<file path="src/rtl/mux2_rr_arbiter_if.sv">
// Bundle of the two requester channels, the shared output channel and the arbiter status.
// The arbiter connects through 'master'; the requesters/downstream side uses 'slave'.
interface mux2_rr_arbiter_if #(
  parameter int WIDTH     = 8,
  parameter int MAX_BEATS = 16
);
  localparam int CW = $clog2(MAX_BEATS + 1);

  logic             req0_valid;
  logic [WIDTH-1:0] req0_data;
  logic             req0_last;
  logic             req0_ready;
  logic             req1_valid;
  logic [WIDTH-1:0] req1_data;
  logic             req1_last;
  logic             req1_ready;
  logic             out_valid;
  logic [WIDTH-1:0] out_data;
  logic             out_last;
  logic             out_ready;
  logic             sel;
  logic             busy;
  logic             err_long;
  // Observation of the FSM: 0 = IDLE, 1 = GNT0, 2 = GNT1.
  logic [1:0]       dbg_state;
  logic [CW-1:0]    dbg_beat_cnt;

  modport master (
    input  req0_valid, req0_data, req0_last,
    input  req1_valid, req1_data, req1_last,
    input  out_ready,
    output req0_ready, req1_ready,
    output out_valid, out_data, out_last,
    output sel, busy, err_long, dbg_state, dbg_beat_cnt
  );

  modport slave (
    output req0_valid, req0_data, req0_last,
    output req1_valid, req1_data, req1_last,
    output out_ready,
    input  req0_ready, req1_ready,
    input  out_valid, out_data, out_last,
    input  sel, busy, err_long, dbg_state, dbg_beat_cnt
  );
endinterface

</file>
<file path="src/rtl/mux2_rr_arbiter.sv">
// Packet-level round-robin arbiter driving the select of a shared 2:1 mux channel.
// Handshake: a beat moves on any rising edge where valid & ready are both high; ready never waits on nothing but out_ready.
module mux2_rr_arbiter #(
  parameter int WIDTH     = 8,
  parameter int MAX_BEATS = 16
) (
  input  logic                 clk,
  input  logic                 rst,
  mux2_rr_arbiter_if.master    bus
);
  localparam int CW = $clog2(MAX_BEATS + 1);

  typedef enum logic [1:0] {
    IDLE = 2'd0,
    GNT0 = 2'd1,
    GNT1 = 2'd2
  } state_e;

  state_e        state_q, state_d;
  logic          prio_q, prio_d;
  logic          sel_q, sel_d;
  logic [CW-1:0] beat_cnt_q, beat_cnt_d;
  logic          err_long_q, err_long_d;

  logic          gnt_x;
  logic          cur_valid;
  logic          cur_last;
  logic          oth_valid;
  logic          accept;
  logic [CW-1:0] cnt_inc;
  logic          out_valid_c;
  logic          out_last_c;
  logic          req0_ready_c;
  logic          req1_ready_c;

  always_comb begin
    state_d      = state_q;
    prio_d       = prio_q;
    sel_d        = sel_q;
    beat_cnt_d   = beat_cnt_q;
    err_long_d   = err_long_q;
    out_valid_c  = 1'b0;
    out_last_c   = 1'b0;
    req0_ready_c = 1'b0;
    req1_ready_c = 1'b0;
    accept       = 1'b0;
    gnt_x        = (state_q == GNT1);
    cur_valid    = gnt_x ? bus.req1_valid : bus.req0_valid;
    cur_last     = gnt_x ? bus.req1_last  : bus.req0_last;
    oth_valid    = gnt_x ? bus.req0_valid : bus.req1_valid;
    cnt_inc      = beat_cnt_q + CW'(1);

    case (state_q)
      IDLE: begin
        if (bus.req0_valid && (!bus.req1_valid || !prio_q)) begin
          state_d = GNT0;
          sel_d   = 1'b0;
        end else if (bus.req1_valid) begin
          state_d = GNT1;
          sel_d   = 1'b1;
        end
      end
      GNT0, GNT1: begin
        out_valid_c  = cur_valid;
        out_last_c   = cur_last;
        req0_ready_c = !gnt_x & bus.out_ready;
        req1_ready_c =  gnt_x & bus.out_ready;
        accept       = cur_valid & bus.out_ready;
        if (accept) begin
          if (cur_last || (cnt_inc == CW'(MAX_BEATS))) begin
            beat_cnt_d = '0;
            prio_d     = ~gnt_x;
            if (!cur_last) err_long_d = 1'b1;
            // The other side wins a handover; the granted side is still valid on its accepting beat, so it keeps the grant otherwise.
            if (oth_valid) begin
              state_d = gnt_x ? GNT0 : GNT1;
              sel_d   = ~gnt_x;
            end else if (cur_valid) begin
              state_d = state_q;
            end else begin
              state_d = IDLE;
            end
          end else begin
            beat_cnt_d = cnt_inc;
          end
        end
      end
      default: state_d = IDLE;
    endcase

    // Nothing may transfer in a reset cycle, even mid-packet.
    if (rst) begin
      out_valid_c  = 1'b0;
      req0_ready_c = 1'b0;
      req1_ready_c = 1'b0;
    end
  end

  always_ff @(posedge clk) begin
    if (rst) begin
      state_q    <= IDLE;
      prio_q     <= 1'b0;
      sel_q      <= 1'b0;
      beat_cnt_q <= '0;
      err_long_q <= 1'b0;
    end else begin
      state_q    <= state_d;
      prio_q     <= prio_d;
      sel_q      <= sel_d;
      beat_cnt_q <= beat_cnt_d;
      err_long_q <= err_long_d;
    end
  end

  assign bus.out_valid    = out_valid_c;
  assign bus.out_last     = out_last_c;
  assign bus.out_data     = sel_q ? bus.req1_data : bus.req0_data;
  assign bus.req0_ready   = req0_ready_c;
  assign bus.req1_ready   = req1_ready_c;
  assign bus.sel          = sel_q;
  assign bus.busy         = (state_q != IDLE);
  assign bus.err_long     = err_long_q;
  assign bus.dbg_state    = state_q;
  assign bus.dbg_beat_cnt = beat_cnt_q;
endmodule

</file>
<file path="src/flat_wrapper.sv">
// flat-port wrapper written by rule: the top's interface ports become plain ports
module mux2_rr_arbiter_flat 
#(
  parameter int WIDTH     = 8,
  parameter int MAX_BEATS = 16
)
  (clk, rst, bus_req0_valid, bus_req0_data, bus_req0_last, bus_req1_valid, bus_req1_data, bus_req1_last, bus_out_ready, bus_req0_ready, bus_req1_ready, bus_out_valid, bus_out_data, bus_out_last, bus_sel, bus_busy, bus_err_long, bus_dbg_state, bus_dbg_beat_cnt);
  mux2_rr_arbiter_if #(.WIDTH(WIDTH), .MAX_BEATS(MAX_BEATS)) bus_i ();
  input  logic clk;
  input  logic rst;
  input wire logic [$bits(bus_i.req0_valid)-1:0] bus_req0_valid;
  input wire logic [$bits(bus_i.req0_data)-1:0] bus_req0_data;
  input wire logic [$bits(bus_i.req0_last)-1:0] bus_req0_last;
  input wire logic [$bits(bus_i.req1_valid)-1:0] bus_req1_valid;
  input wire logic [$bits(bus_i.req1_data)-1:0] bus_req1_data;
  input wire logic [$bits(bus_i.req1_last)-1:0] bus_req1_last;
  input wire logic [$bits(bus_i.out_ready)-1:0] bus_out_ready;
  output wire logic [$bits(bus_i.req0_ready)-1:0] bus_req0_ready;
  output wire logic [$bits(bus_i.req1_ready)-1:0] bus_req1_ready;
  output wire logic [$bits(bus_i.out_valid)-1:0] bus_out_valid;
  output wire logic [$bits(bus_i.out_data)-1:0] bus_out_data;
  output wire logic [$bits(bus_i.out_last)-1:0] bus_out_last;
  output wire logic [$bits(bus_i.sel)-1:0] bus_sel;
  output wire logic [$bits(bus_i.busy)-1:0] bus_busy;
  output wire logic [$bits(bus_i.err_long)-1:0] bus_err_long;
  output wire logic [$bits(bus_i.dbg_state)-1:0] bus_dbg_state;
  output wire logic [$bits(bus_i.dbg_beat_cnt)-1:0] bus_dbg_beat_cnt;
  assign bus_i.req0_valid = bus_req0_valid;
  assign bus_i.req0_data = bus_req0_data;
  assign bus_i.req0_last = bus_req0_last;
  assign bus_i.req1_valid = bus_req1_valid;
  assign bus_i.req1_data = bus_req1_data;
  assign bus_i.req1_last = bus_req1_last;
  assign bus_i.out_ready = bus_out_ready;
  assign bus_req0_ready = bus_i.req0_ready;
  assign bus_req1_ready = bus_i.req1_ready;
  assign bus_out_valid = bus_i.out_valid;
  assign bus_out_data = bus_i.out_data;
  assign bus_out_last = bus_i.out_last;
  assign bus_sel = bus_i.sel;
  assign bus_busy = bus_i.busy;
  assign bus_err_long = bus_i.err_long;
  assign bus_dbg_state = bus_i.dbg_state;
  assign bus_dbg_beat_cnt = bus_i.dbg_beat_cnt;
  mux2_rr_arbiter #(.WIDTH(WIDTH), .MAX_BEATS(MAX_BEATS)) u_core (.clk(clk), .rst(rst), .bus(bus_i));
endmodule
</file>
<file path="config.mk">
export PLATFORM = sky130hd
export DESIGN_NAME = mux2_rr_arbiter_flat
export DESIGN_NICKNAME = d
export VERILOG_FILES = /design/src/rtl/mux2_rr_arbiter_if.sv /design/src/rtl/mux2_rr_arbiter.sv /design/src/flat_wrapper.sv
export SDC_FILE = /design/constraint.sdc
export NUM_CORES = 1
export LEC_CHECK = 0
export ABC_AREA = 1
export CORE_MARGIN = 1
export CORE_UTILIZATION = 40
export CTS_CLUSTER_DIAMETER = 120
export DETAILED_ROUTE_END_ITERATION = 10
export PLACE_DENSITY = 0.88
export SLEW_MARGIN = 20
export SYNTH_ARGS = -nofsm -noshare
export SYNTH_HDL_FRONTEND = slang
export SYNTH_SLANG_ARGS = --single-unit
</file>
<file path="constraint.sdc">
create_clock -name clk -period 2.3 [get_ports clk]
set_input_delay 0.69 -clock clk [delete_from_list [all_inputs] [get_ports clk]]
set_output_delay 0.69 -clock clk [all_outputs]
set_load 0.01 [all_outputs]
</file>
==> results.md <==
| Stage | Metric | This run |
|---|---|---|
| route | Count of unresolved DRC violations after routing | 0 |
| final layout | Commonest non-fill, non-tap cell in the layout | clkdlybuf4s50_1 |
| logic synthesis | Syn_area_per_cell | 7.032 um2 |
| place | Port Buffer Count | 44 |
| sta | Finish-stage setup viols | 0 |
| route | Sum of routed wire length over all layers | 2.203 mm |
| logic synthesis | Area fraction in compound gates after synthesis | 8.731% |
| worst setup path | Startpoint class of the critical path | primary input |
| sta | Setup repair after global routing missed its margin | false |
| clocking | Number of buffers inserted for hold repair after clock tree synthesis | 0 |
| logic synthesis | Post-synthesis adder-cell area fraction | 6.590% |
| route | Overall via count from detail_route | 923 |
| sta | Time the final worst path needs with I/O delays and setup | 2.279 ns |
| route | Post-detailed-route via-to-cell ratio | 4.758 |
| final layout | Leading cell types in the layout, fill and taps excluded | clkdlybuf4s50_1, nand2_1, buf_4, nand3_1, inv_1 |
| sta | Count of pins over their slew limit | 0 |
| grt | Number of global-route vias before repair | 861 |
| die | Top-level I/O count | 45 |
| final layout | Area delta synth->final | 76.28% |
| power | Maximum resistive drop on vdd | 0.0007692 V |
| power | Power per standard cell area | 917.4 mW/mm2 |
| min path | Startpoint of the worst hold path | u_core.bus.err_long |
| grt | Global-route total usage across every layer | 23.15% |
| clocking | Clock slew seen by the registers of the worst setup and hold paths | 0.07 ns |
| power | Static leakage | 0.0006098 uW |
| worst setup path | Largest driver fanout on the critical path | 1 |
| die | Starting density of the core | 43.51% |
| place | Post-place instance area | 0.001306 mm2 |
| sta | Number of hold violations in the final report | 0 |
| die | Horizontal die dimension | 45.58 um |
| logic synthesis | Syn_nets | 135 |
| route | Count of TritonRoute iterations in the first routing pass | 4 |
| logic synthesis | Leading cell types by total area after synthesis | dfxtp_1, nand2_1, mux2_2 |
| worst setup path | Critical Path End Type | output pin |
| grt | Antenna violations before repair | 0 |
| grt | Global-route wire length before repair | 3.450 mm |
| final layout | Share of the core filled with cells | 76.70% |
| logic synthesis | Post-synthesis share of cell area spent on xor and xnor gates | 2.306% |
| logic synthesis | Number of warnings printed during yosys synthesis | 0 |
| run status | Result of the run | finished, final reports clean |
| grt | Overall overflow remaining after global route | 0 |
| final layout | Final non-filler cell area | 0.001339 mm2 |
| logic synthesis | Mux contribution to synthesized area | 13.67% |
| worst setup path | Data required time of the worst path | 1.61 ns |
| min path | Path category of the worst min-delay check | flop to flop |
| place | RePlAce Congestion | 0.8020 |
| sta | Maximum clock frequency | 0.4388 GHz |
| clocking | Clock tree from TritonCTS | yes |
| clocking | Clock sink count | 10 |
| worst setup path | Signal arrival time at the worst endpoint | 1.59 ns |
| logic synthesis | Area share of the largest cell type after synthesis | 26.36% |
| grt | Largest net degree at the start of global routing | 11 |
| place | Cell count after placement | 186 |
| sta | TNS Setup | 0 ns |
| sta | Worst setup skew after layout | 0.004743 ns |
| logic synthesis | Part of the Yosys area used for sequential elements | 26.36% |
| flow run | Max-cap check violation count | 0 |
| die | Area of the placeable core | 0.001745 mm2 |
| logic synthesis | Cell type with the highest aggregate area in the netlist | dfxtp_1 |
| final layout | Final std cells w/o fill | 194 |
| logic synthesis | Post-synthesis instance area | 759.5 um2 |
| clocking | Number of buffers on the longest clock path | 2 |
| sta | Relative slew margins | 72.33% |
| worst setup path | Worst r2r src | u_core.bus.dbg_state[0] |
| die | Full die area | 0.002077 mm2 |
| logic synthesis | Post-synthesis simple-gate area fraction | 33.94% |
| route | Iteration-0 DRC Markers | 16 |
| route | Final routed wire length divided by cell count | 11.36 um |
| route | Post-DRT Antenna Nets | 0 |
| final layout | Layout net count | 197 |
| final layout | Share of post-route cells with drive strength above 1 | 27.81% |
| sta | Transition time of the tightest slew-check pin | 0.4145 ns |
| logic synthesis | Number of different library cells in the post-synthesis netlist | 21 |
| die | Number of core rows | 15 |
| final layout | Layout fillers | 130 |
| final layout | Final antenna diode count | 0 |
| die | Die height | 45.58 um |
| clocking | Total clock buffers created by CTS | 3 |
| logic synthesis | Largest family of logic cells by synthesized area | simple AND/OR/NAND/NOR gates |
| clocking | Clk root buf | clkbuf_4 |
| place | Post-DP HPWL | 1.791 mm |
| worst setup path | Worst Setup SP | bus_req0_data[4] |
| clocking | CTS H-tree lvls | 1 |
| logic synthesis | Number of synthesized register bits | 10 |
| worst setup path | Worst setup path category | primary input to output pin |
| logic synthesis | Instance count of the mapped netlist | 108 |
| sta | Tcrit/Tclk final | 99.08% |
| clocking | Clock Latency Late Sink | 0.27 ns |
[what timing repair did]
action                     4_1_cts  5_1_grt
buffers inserted                 4        0
setup endpoints to repair       12        9
gates resized for setup         31       10
[final timing paths]
path / to / slack (ns) / cells past startpoint
hold / removal: u_core.bus.err_long / 0.45 / 2
hold reg to reg: u_core.bus.err_long / 0.45 / 2
setup reg to reg: u_core.bus.sel / 0.37 / 11
setup / recovery: bus_out_data[4] / 0.02 / 3
[kinds of logic (layout without fill, tap and decap cells)]
group,after synthesis,after routing
simple gates,54,54
buf+inv,17,78
compound gates,12,12
flops,10,10
mux,9,9
fa+ha+maj,4,4
xor+xnor,2,2
[per-stage QoR]
step | worst slack, ns | power, uW | hold WS (ns)
2_1_floorplan | 0.4002 | 697.7 | 0.4394
3_3_place_gp | -0.4237 | 1052 | 0.4395
3_5_place_dp | -0.4537 | 1073 | 0.4411
4_1_cts | 0.01167 | 1236 | 0.4514
5_1_grt | 0.001147 | 1322 | 0.4953
6_report | 0.02119 | 1228 | 0.4498
[area by class of cell]
type	instances	area [um2]	area share [%]
tap	25	31.28	2.336
sequential	10	200.2	14.95
clock buffer	4	36.28	2.710
inverter	15	56.30	4.206
timing repair buffer	59	509.2	38.04
multi-input combinational	81	505.5	37.76
[cells in the mapped netlist]
cell type	instances
o21ai_0	1
mux2i_2	1
clkbuf_1	2
o21ai_2	1
mux2_2	8
nand3_2	2
nand3_1	13
nor3_4	1
nand2_1	26
nor3_1	3
ha_1	4
xnor2_1	1
nand4_1	2
inv_2	2
a21boi_0	1
inv_1	13
a21oi_1	9
dfxtp_1	10
and2_4	1
nor2_1	6
xor2_1	1
[worst max-delay path: stages]
cell and delay, ns:
clkdlybuf4s50_1 0.41, mux2_2 0.26, clkdlybuf4s15_1 0.23
[report_power, final]
group	internal, uW	total [uW]	switching [uW]
registers	206	247	41.0
clock network	96.1	160	63.8
logic	418	821	403
[layer usage]
layer	GRT usage, %	vias to the layer above	part of all wire (%)
met5	0	-	0
met4	4.242	0	0.86
met3	7.143	2	3.7
met2	40.57	16	54
met1	27.64	422	42
li1	-	483	-
[flip-flops by register name, indices dropped and copies added, names as in the netlist]
register	flops
u_core.bus.sel	1
u_core.prio_q	1
u_core.bus.err_long	1
u_core.bus.dbg_state	2
u_core.bus.dbg_beat_cnt	5
(Power assumes the default switching activity.)
